$ cat config.mk
export PLATFORM = sky130hd
export DESIGN_NAME = cp0_regfile
export DESIGN_NICKNAME = d
export VERILOG_FILES = /design/src/rtl/cp0_regfile_pkg.sv /design/src/rtl/cp0_regfile.sv
export SDC_FILE = /design/constraint.sdc
export NUM_CORES = 1
export LEC_CHECK = 0
export ABC_CLOCK_PERIOD_IN_PS = 4900
export CAP_MARGIN = 20
export CORE_AREA = 2 2 145 147
export CTS_CLUSTER_DIAMETER = 50
export DETAILED_ROUTE_END_ITERATION = 10
export DIE_AREA = 0 0 147 149
export PLACE_DENSITY = 0.83
export SYNTH_ARGS = -nofsm -noshare
export SYNTH_HDL_FRONTEND = slang
export SYNTH_SLANG_ARGS = --single-unit
$ cat constraint.sdc
create_clock -name clk -period 4.9 [get_ports clk]
set_clock_uncertainty 0.05 [all_clocks]
set_input_delay 0.98 -clock clk [delete_from_list [all_inputs] [get_ports clk]]
set_output_delay 0.98 -clock clk [all_outputs]
set_load 0.05 [all_outputs]
$ cat src/rtl/cp0_regfile_pkg.sv
// Shared pipeline defines: control-signal constants plus the CP0 register map,
// field positions, committed excepttype codes and Cause.ExcCode values.
package cp0_regfile_pkg;

  localparam int          WORD_W       = 32;
  localparam logic [31:0] ZERO_WORD    = 32'h0000_0000;
  localparam logic        WRITE_ENABLE = 1'b1;

  // CP0 register numbers
  localparam logic [4:0] CP0_REG_BADVADDR = 5'd8;
  localparam logic [4:0] CP0_REG_COUNT    = 5'd9;
  localparam logic [4:0] CP0_REG_COMPARE  = 5'd11;
  localparam logic [4:0] CP0_REG_STATUS   = 5'd12;
  localparam logic [4:0] CP0_REG_CAUSE    = 5'd13;
  localparam logic [4:0] CP0_REG_EPC      = 5'd14;

  // Field positions and MTC0 write masks
  localparam int          STATUS_EXL_BIT = 1;
  localparam logic [31:0] STATUS_RESET   = 32'h0040_0000;
  localparam logic [31:0] STATUS_WMASK   = 32'h0000_FF03;
  localparam int          CAUSE_BD_BIT   = 31;
  localparam int          CAUSE_TI_BIT   = 30;
  localparam int          CAUSE_HWIP_LSB = 10;
  localparam int          CAUSE_EXC_LSB  = 2;
  localparam logic [31:0] CAUSE_WMASK    = 32'h0000_0300;

  // Committed excepttype codes from the memory stage (0 = no event)
  localparam logic [31:0] EXCTYPE_INT  = 32'h0000_0001;
  localparam logic [31:0] EXCTYPE_ADEL = 32'h0000_0004;
  localparam logic [31:0] EXCTYPE_ADES = 32'h0000_0005;
  localparam logic [31:0] EXCTYPE_SYS  = 32'h0000_0008;
  localparam logic [31:0] EXCTYPE_BP   = 32'h0000_0009;
  localparam logic [31:0] EXCTYPE_RI   = 32'h0000_000A;
  localparam logic [31:0] EXCTYPE_OV   = 32'h0000_000C;
  localparam logic [31:0] EXCTYPE_ERET = 32'h0000_000E;

  // Cause.ExcCode values
  localparam logic [4:0] EXCCODE_INT  = 5'h00;
  localparam logic [4:0] EXCCODE_ADEL = 5'h04;
  localparam logic [4:0] EXCCODE_ADES = 5'h05;
  localparam logic [4:0] EXCCODE_SYS  = 5'h08;
  localparam logic [4:0] EXCCODE_BP   = 5'h09;
  localparam logic [4:0] EXCCODE_RI   = 5'h0A;
  localparam logic [4:0] EXCCODE_OV   = 5'h0C;

  typedef enum logic [1:0] {
    EV_NONE = 2'd0,
    EV_EXC  = 2'd1,
    EV_ERET = 2'd2
  } cp0_event_e;

  typedef struct packed {
    cp0_event_e kind;
    logic [4:0] exc_code;
    logic       load_badvaddr;
  } cp0_event_t;

  // Unknown nonzero codes decode to EV_NONE so they behave like an idle cycle.
  function automatic cp0_event_t decode_event(input logic [31:0] excepttype);
    cp0_event_t ev;
    ev.kind          = EV_NONE;
    ev.exc_code      = EXCCODE_INT;
    ev.load_badvaddr = 1'b0;
    case (excepttype)
      EXCTYPE_INT:  begin ev.kind = EV_EXC; ev.exc_code = EXCCODE_INT; end
      EXCTYPE_ADEL: begin ev.kind = EV_EXC; ev.exc_code = EXCCODE_ADEL; ev.load_badvaddr = 1'b1; end
      EXCTYPE_ADES: begin ev.kind = EV_EXC; ev.exc_code = EXCCODE_ADES; ev.load_badvaddr = 1'b1; end
      EXCTYPE_SYS:  begin ev.kind = EV_EXC; ev.exc_code = EXCCODE_SYS; end
      EXCTYPE_BP:   begin ev.kind = EV_EXC; ev.exc_code = EXCCODE_BP; end
      EXCTYPE_RI:   begin ev.kind = EV_EXC; ev.exc_code = EXCCODE_RI; end
      EXCTYPE_OV:   begin ev.kind = EV_EXC; ev.exc_code = EXCCODE_OV; end
      EXCTYPE_ERET: ev.kind = EV_ERET;
      default:      ev.kind = EV_NONE;
    endcase
    return ev;
  endfunction

endpackage

$ cat src/rtl/cp0_regfile.sv
// MIPS CP0 register file: Count/Compare timer, Status, Cause, EPC, BadVAddr,
// exception/ERET commit and MTC0/MFC0 access.
module cp0_regfile
  import cp0_regfile_pkg::*;
(
  input  logic              clk,
  input  logic              resetn,
  input  logic              we_i,
  input  logic [4:0]        waddr_i,
  input  logic [4:0]        raddr_i,
  input  logic [WORD_W-1:0] data_i,
  input  logic [5:0]        int_i,
  input  logic [WORD_W-1:0] excepttype_i,
  input  logic [WORD_W-1:0] current_inst_addr_i,
  input  logic              is_in_delayslot_i,
  input  logic [WORD_W-1:0] bad_addr_i,
  output logic [WORD_W-1:0] data_o,
  output logic [WORD_W-1:0] count_o,
  output logic [WORD_W-1:0] compare_o,
  output logic [WORD_W-1:0] status_o,
  output logic [WORD_W-1:0] cause_o,
  output logic [WORD_W-1:0] epc_o,
  output logic [WORD_W-1:0] badvaddr_o,
  output logic              timer_int_o
);

  // Handshake: there is no valid/ready pair; every input is sampled on each
  // rising edge, with we_i and a nonzero excepttype_i acting as one-cycle strobes.

  logic [WORD_W-1:0] count_q, compare_q, status_q, cause_q, epc_q, badvaddr_q;
  logic [WORD_W-1:0] cause_d, cause_view, epc_from_pc;
  logic              tick_q, timer_int_q;
  logic              mtc0_en, timer_hit, exc_take, eret_take, exl;
  cp0_event_t        ev;

  assign ev          = decode_event(excepttype_i);
  assign exc_take    = (ev.kind == EV_EXC);
  assign eret_take   = (ev.kind == EV_ERET);
  // A committed exception or ERET discards a same-cycle MTC0 entirely.
  assign mtc0_en     = (we_i == WRITE_ENABLE) && (ev.kind == EV_NONE);
  assign exl         = status_q[STATUS_EXL_BIT];
  assign timer_hit   = (compare_q != ZERO_WORD) && (count_q == compare_q);
  assign epc_from_pc = is_in_delayslot_i ? (current_inst_addr_i - 32'd4) : current_inst_addr_i;

  // Count advances on every other edge; a Count write replaces that cycle's step.
  always_ff @(posedge clk or negedge resetn) begin
    if (!resetn) begin
      count_q <= ZERO_WORD;
      tick_q  <= 1'b0;
    end else begin
      tick_q <= ~tick_q;
      if (mtc0_en && (waddr_i == CP0_REG_COUNT)) begin
        count_q <= data_i;
      end else if (tick_q) begin
        count_q <= count_q + 32'd1;
      end
    end
  end

  // Writing Compare acknowledges the timer interrupt and beats a coincident match.
  always_ff @(posedge clk or negedge resetn) begin
    if (!resetn) begin
      compare_q   <= ZERO_WORD;
      timer_int_q <= 1'b0;
    end else if (mtc0_en && (waddr_i == CP0_REG_COMPARE)) begin
      compare_q   <= data_i;
      timer_int_q <= 1'b0;
    end else if (timer_hit) begin
      timer_int_q <= 1'b1;
    end
  end

  always_ff @(posedge clk or negedge resetn) begin
    if (!resetn) begin
      status_q <= STATUS_RESET;
    end else if (exc_take) begin
      status_q[STATUS_EXL_BIT] <= 1'b1;
    end else if (eret_take) begin
      status_q[STATUS_EXL_BIT] <= 1'b0;
    end else if (mtc0_en && (waddr_i == CP0_REG_STATUS)) begin
      status_q <= (status_q & ~STATUS_WMASK) | (data_i & STATUS_WMASK);
    end
  end

  // Hardware IP bits track the interrupt lines every cycle; TI is presented live.
  always_comb begin
    cause_d = cause_q;
    cause_d[CAUSE_HWIP_LSB +: 6] = {int_i[5] | timer_int_q, int_i[4:0]};
    if (exc_take) begin
      if (!exl) begin
        cause_d[CAUSE_BD_BIT] = is_in_delayslot_i;
      end
      cause_d[CAUSE_EXC_LSB +: 5] = ev.exc_code;
    end else if (mtc0_en && (waddr_i == CP0_REG_CAUSE)) begin
      cause_d = (cause_d & ~CAUSE_WMASK) | (data_i & CAUSE_WMASK);
    end
  end

  always_ff @(posedge clk or negedge resetn) begin
    if (!resetn) begin
      cause_q <= ZERO_WORD;
    end else begin
      cause_q <= cause_d;
    end
  end

  // A nested exception (EXL already set) must keep the original return address.
  always_ff @(posedge clk or negedge resetn) begin
    if (!resetn) begin
      epc_q <= ZERO_WORD;
    end else if (exc_take) begin
      if (!exl) begin
        epc_q <= epc_from_pc;
      end
    end else if (mtc0_en && (waddr_i == CP0_REG_EPC)) begin
      epc_q <= data_i;
    end
  end

  always_ff @(posedge clk or negedge resetn) begin
    if (!resetn) begin
      badvaddr_q <= ZERO_WORD;
    end else if (exc_take && ev.load_badvaddr) begin
      badvaddr_q <= bad_addr_i;
    end
  end

  always_comb begin
    cause_view = cause_q;
    cause_view[CAUSE_TI_BIT] = timer_int_q;
  end

  // MFC0 sees pre-edge state only; forwarding of in-flight MTC0 lives outside.
  always_comb begin
    data_o = ZERO_WORD;
    case (raddr_i)
      CP0_REG_BADVADDR: data_o = badvaddr_q;
      CP0_REG_COUNT:    data_o = count_q;
      CP0_REG_COMPARE:  data_o = compare_q;
      CP0_REG_STATUS:   data_o = status_q;
      CP0_REG_CAUSE:    data_o = cause_view;
      CP0_REG_EPC:      data_o = epc_q;
      default:          data_o = ZERO_WORD;
    endcase
  end

  assign count_o     = count_q;
  assign compare_o   = compare_q;
  assign status_o    = status_q;
  assign cause_o     = cause_view;
  assign epc_o       = epc_q;
  assign badvaddr_o  = badvaddr_q;
  assign timer_int_o = timer_int_q;

endmodule

# --- Word-level counts from Yosys, hierarchy flattened ---
# Cells that the tools add are included.
classes:
  n_addsub: 2
  n_eq_ne: 23
  mux: 20
  bitwise_logic: 6
  n_reduce_logical: 21
ops:
  columns: ["cell", "count"]
  rows:
  - ["32-bit two-way mux", 7]
  - ["32-bit one-hot mux with 6 select lines", 1]
  - ["32-bit by 4-bit equality test with 1-bit output, second input constant", 5]
  - ["32-bit by 3-bit equality test with 1-bit output, second input constant", 2]
  - ["5-bit by 4-bit equality test with 1-bit output, second input constant", 11]
  - ["32-bit by 1-bit adder with 32-bit output, second input constant", 1]
  - ["32-bit by 1-bit equality test with 1-bit output, second input constant", 1]
  - ["32-bit equality test", 1]
  - ["32-bit by 10-bit bitwise OR with 32-bit output", 1]
  - ["32-bit by 16-bit bitwise OR with 32-bit output", 1]
  - ["32-bit nonzero test", 1]
  - ["32-bit by 3-bit subtractor with 32-bit output, second input constant", 1]
  - ["4-bit one-hot mux with 6 select lines", 1]
  - ["9-bit two-way mux", 1]
  - ["1-bit logical AND", 8]
  - ["2-bit nonzero test", 4]
  - ["1-bit two-way mux", 7]
  - ["7-bit OR reduction", 1]
  - ["2-bit AND reduction", 3]
  - ["5-bit two-way mux", 1]
  - ["2-bit one-hot mux with 2 select lines", 1]
  - ["1-bit inverter", 3]
  - ["3-bit AND reduction", 1]
  - ["3-bit nonzero test", 1]
  - ["other kinds (7)", 7]
word_totals:
  register_bits: 194
  inputBits: 148
  output_inout_bits: 225
  word_cells: 84

# --- Longest topological paths before layout ---
depth:
  word_depth: 9
  mapped_depth: 15
  ltp_nobuf: 11

# --- Least setup slack after synthesis ---
# OpenSTA, ideal clock, no wires.
synth_path:
  path_kind: "in2reg"
  from: "in excepttype_i[5]"
  to: "reg epc_q[26], in the netlist epc_o[26]"
  arrival_time_ns: 3.495
  path_slack_ns: 1.221
  path_stages: 13
  path_buffers: 3
  cell_sequence: "or4_1 nor3_1 nand3_1 inv_1 ha_1 clkbuf_1 nand4bb_1 o21a_1 clkbuf_1 clkbuf_1 nor3b_1 a21oi_1 o21ai_0"
synth_via:
  elab_chain_cells: 8
synth_rtl:
  columns: ["element", "line_no", "source"]
  rows:
  - ["start, declared", "cp0_regfile.sv:13", "input logic [WORD_W-1:0] excepttype_i,"]
  - ["32-bit by 4-bit equality test with 1-bit output (tied with other cells)", "cp0_regfile_pkg.sv:64", "case (excepttype)"]
  - ["7-bit OR reduction (no line)", null, null]
  - ["2-bit one-hot mux with 2 select lines *", "cp0_regfile_pkg.sv:64", null]
  - ["2-bit logical NOT", "cp0_regfile.sv:40", "assign mtc0_en = (we_i == WRITE_ENABLE) && (ev.kind == EV_NONE);"]
  - ["1-bit logical AND", "cp0_regfile.sv:40", null]
  - ["1-bit logical AND", "cp0_regfile.sv:115", "end else if (mtc0_en && (waddr_i == CP0_REG_EPC)) begin"]
  - ["2-bit nonzero test (no line)", null, null]
  - ["2-bit AND reduction (no line)", null, null]
  - ["end signal, assigned", "cp0_regfile.sv:113", "epc_q <= epc_from_pc;"]
  - ["end signal, assigned", "cp0_regfile.sv:116", "epc_q <= data_i;"]
  - ["end, declared", "cp0_regfile.sv:30", "logic [WORD_W-1:0] count_q, compare_q, status_q, cause_q, epc_q, badvaddr_q;"]
# Mark *: on every way between the ends. The rest lies on a longest branch, timed or not.
# A chain may end at the register's enable or synchronous reset.

# --- Worst setup path after layout ---
layout_path:
  from: "in raddr_i[0]"
  to: "out data_o[12]"
layout_via:
  elab_chain_cells: 2
layout_rtl:
  columns: ["element", "line_no", "source"]
  rows:
  - ["start, declared", "cp0_regfile.sv:10", "input logic [4:0] raddr_i,"]
  - ["5-bit by 4-bit equality test with 1-bit output", "cp0_regfile.sv:136", "case (raddr_i)"]
  - ["32-bit one-hot mux with 6 select lines *", "cp0_regfile.sv:136", null]
  - ["end, declared", "cp0_regfile.sv:17", "output logic [WORD_W-1:0] data_o,"]
# Marked as above.

==> results.md <==
* Number of port buffers at 332
* Ys async rst share at 100.0%
* Synth cell types at 57
* Static Leak at 5.359 nW
* Top cells by area, synth: dfrtp_1, mux2_2, xor2_1
* Clock sink count at 153
* Synthesized area at 0.008821 mm²
* Die Y at 149 µm
* Antenna violations before repair at 0
* Vias/cell at 5.683
* WL final at 33.21 mm
* Root Buffer: clkbuf_16
* GRT Util Overall at 30.06%
* Avg Inst Size Synth at 9.845 µm²
* Critical path peak fanout at 8
* Final Setup Violations at 0
* WL met1 at 13.61 mm
* Core area at 0.02056 mm²
* Detailed Routing Iterations Pass 1 at 5
* Clock slew at reported path FFs at 60 ps
* Worst setup SP type: input port
* Slew Viols, Final at 0
* Peak Freq at 0.2376 GHz
* Met3 WL at 2.848 mm
* Endpoint type of the worst setup path: primary output
* CTS tree: yes
* Most frequent cells in the layout: clkdlybuf4s50_1, dfrtp_1, nand2_1
* First-pass GRT wire length at 50.34 mm
* Clock Latency Late Sink at 430 ps
* FILL cells at 1627
* Max_slew headroom at 41.59%
* Most used DFF post-synth: dfrtp_1
* CP delay by family, top: buffers and inverters
* Overflow after GRT at 0
* Num CTS Buffers at 17
* Final ANT Viol Nets at 0
* Leading cell type in the layout, fill and taps excluded: clkdlybuf4s50_1
* Synth area leader: dfrtp_1
* Ports at 373
* Final GP Congestion at 0.9298
* Die Wd at 147 µm
* Final nets at 1359
* Post-synthesis sequential area ratio at 43.40%
* CP cell instances: clkdlybuf4s50_1, nand2b_1, nor2_1, buf_4, a22oi_1, nand3_1, buf_12
* Vias at 8485
* Vias in the first global route at 8160
* Met2 wire length at 15.96 mm
* Initial core utilization at 42.91%
* CTS resizes at 0
* CTS Hold Buffers Added at 0
* Worst hold path class: reg2reg
* Synth warn at 0
* Pwr Density at 391.0 mW/mm²
* Antenna diode count at 0
* Share of the synthesized area in the top cell type at 43.40%
* Max cap viols at 0
* Layout cells sized above 1 at 14.61%
* Post-synth EDFFs at 0
* Period utilization at 85.91%
* Tightest Pin Transition at 872.9 ps
* Rows at 53
* Status: finished, final reports clean
* Slowest stage delay, CP at 690 ps
* DR iter-0 viols at 903
* Crit Path Class: in2out
* VDD IR max at 0.0002437 V
* # DRC at 0
* Highest routed metal layer: met4
* Final Hold Vio Count at 0
* Final setup TNS at 0 ps
* Area Growth Syn to Fin at 49.12%
* Syn Inst Count at 896
* Pin count of the biggest net entering global routing at 88
* Buf+Inv Stages, Crit Path at 3
* H-tree Lvls at 4
* Minimum period implied by the final worst setup slack at 4210 ps
* Crit-path slowest cell: nor2_1
* Number of buffers added for setup after CTS at 0
* Max Buffers Root-to-Sink at 2
* DPL Wire Length at 25.40 mm
* Hold_ws at 462.3 ps
* RSZ-0062 raised after global routing: false
* Crit path arrival time at 3180 ps
* Area of the die at 0.02190 mm²
* FF+latch count, synth at 153
* Required time of the critical path at 3870 ps
* Average routed wire per standard cell at 22.24 µm
registers in the layout (all words and copies together) (netlist names):
register and count:
count_o 32, epc_o 32, timer_int_o 1, tick_q 1
cause_q 13, status_o 10, badvaddr_o 32, compare_o 32
Yosys cell counts, types with 3 or more instances:
master / instances
dfrtp_1: 153
nand2_1: 93
mux2_2: 76
a22oi_1: 65
xor2_1: 63
o21ai_0: 62
clkbuf_1: 45
buf_4: 44
nor2_1: 32
nor4_1: 29
nand3_1: 26
xnor2_1: 24
a21oi_1: 22
nand4_1: 22
nor3b_1: 20
nor3_1: 14
a222oi_1: 9
inv_1: 7
and3_1: 6
ha_1: 6
mux2i_1: 5
nand3b_1: 5
buf_2: 4
nand4b_1: 4
nor2b_1: 4
or2_2: 4
or3_1: 4
or4_1: 4
buf_1: 3
o21ai_1: 3
o2bb2ai_1: 3
worst reg2reg max path, cell delays in order (launching register included):
cell	delay [ps]
dfrtp_1	550
nand4_1	290
nor2_1	730
nand2_1	150
xnor2_1	150
mux2_2	260
stage by stage:
step	cell area (µm²)	instances	util (%)	worst slack, ps	power [mW]
after detailed placement	12580	1461	61.18	597.6	3.851
final	13150	1493	63.99	690.4	5.144
after floorplan	8964	934	-	1221	2.975
after CTS	13150	1493	63.99	730.0	5.142
after global routing	13150	1493	63.99	635.8	5.319
after global placement	12580	1461	61.18	721.6	3.818
layout make-up:
type                       instances  area, µm²  area share, %
clock buffer                      17      425.4          3.234
clock inverter                    15      151.4          1.151
inverter                           7      26.28         0.1998
multi-input combinational        677       4606          35.01
sequential                       153       3829          29.11
tap                              275      344.1          2.616
timing repair buffer             349       3772          28.68
cell families after synthesis:
logic type,Yosys count,synth area share (%)
and+or+nand+nor,284,17.15
buffers and inverters,104,6.440
xor gates and xnor gates,87,8.638
other,2,0.08514
adders and majority gates,7,0.9645
AOI/OAI and AO/OA,177,12.92
DFF,153,43.40
muxes,82,10.40
layer usage:
metal | global-route usage, % | up-vias
li1 | - | 3819
met1 | 40.31 | 4164
met2 | 49.46 | 451
met3 | 5.963 | 51
met4 | 9.567 | 0
met5 | 0 | -
worst paths after layout:
path / cells past startpoint / startpoint / to / slack (ps)
hold / removal: 1 / epc_o[9] / epc_o[9] / 460
hold reg to reg: 1 / epc_o[9] / epc_o[9] / 460
min in group asynchronous: 1 / resetn / badvaddr_o[17] / 520
max in group asynchronous: 2 / resetn / count_o[29] / 3280
setup / recovery: 7 / raddr_i[0] / data_o[12] / 690
setup reg to reg: 5 / count_o[2] / count_o[7] / 2590
power breakdown:
group / internal, mW / total (mW) / switching, mW
combinational: 0.720 / 1.98 / 1.26
clock: 0.750 / 1.29 / 0.545
sequential: 1.46 / 1.87 / 0.408
total: 2.93 / 5.14 / 2.21
No activity file was read; power rests on OpenSTA's default activity.
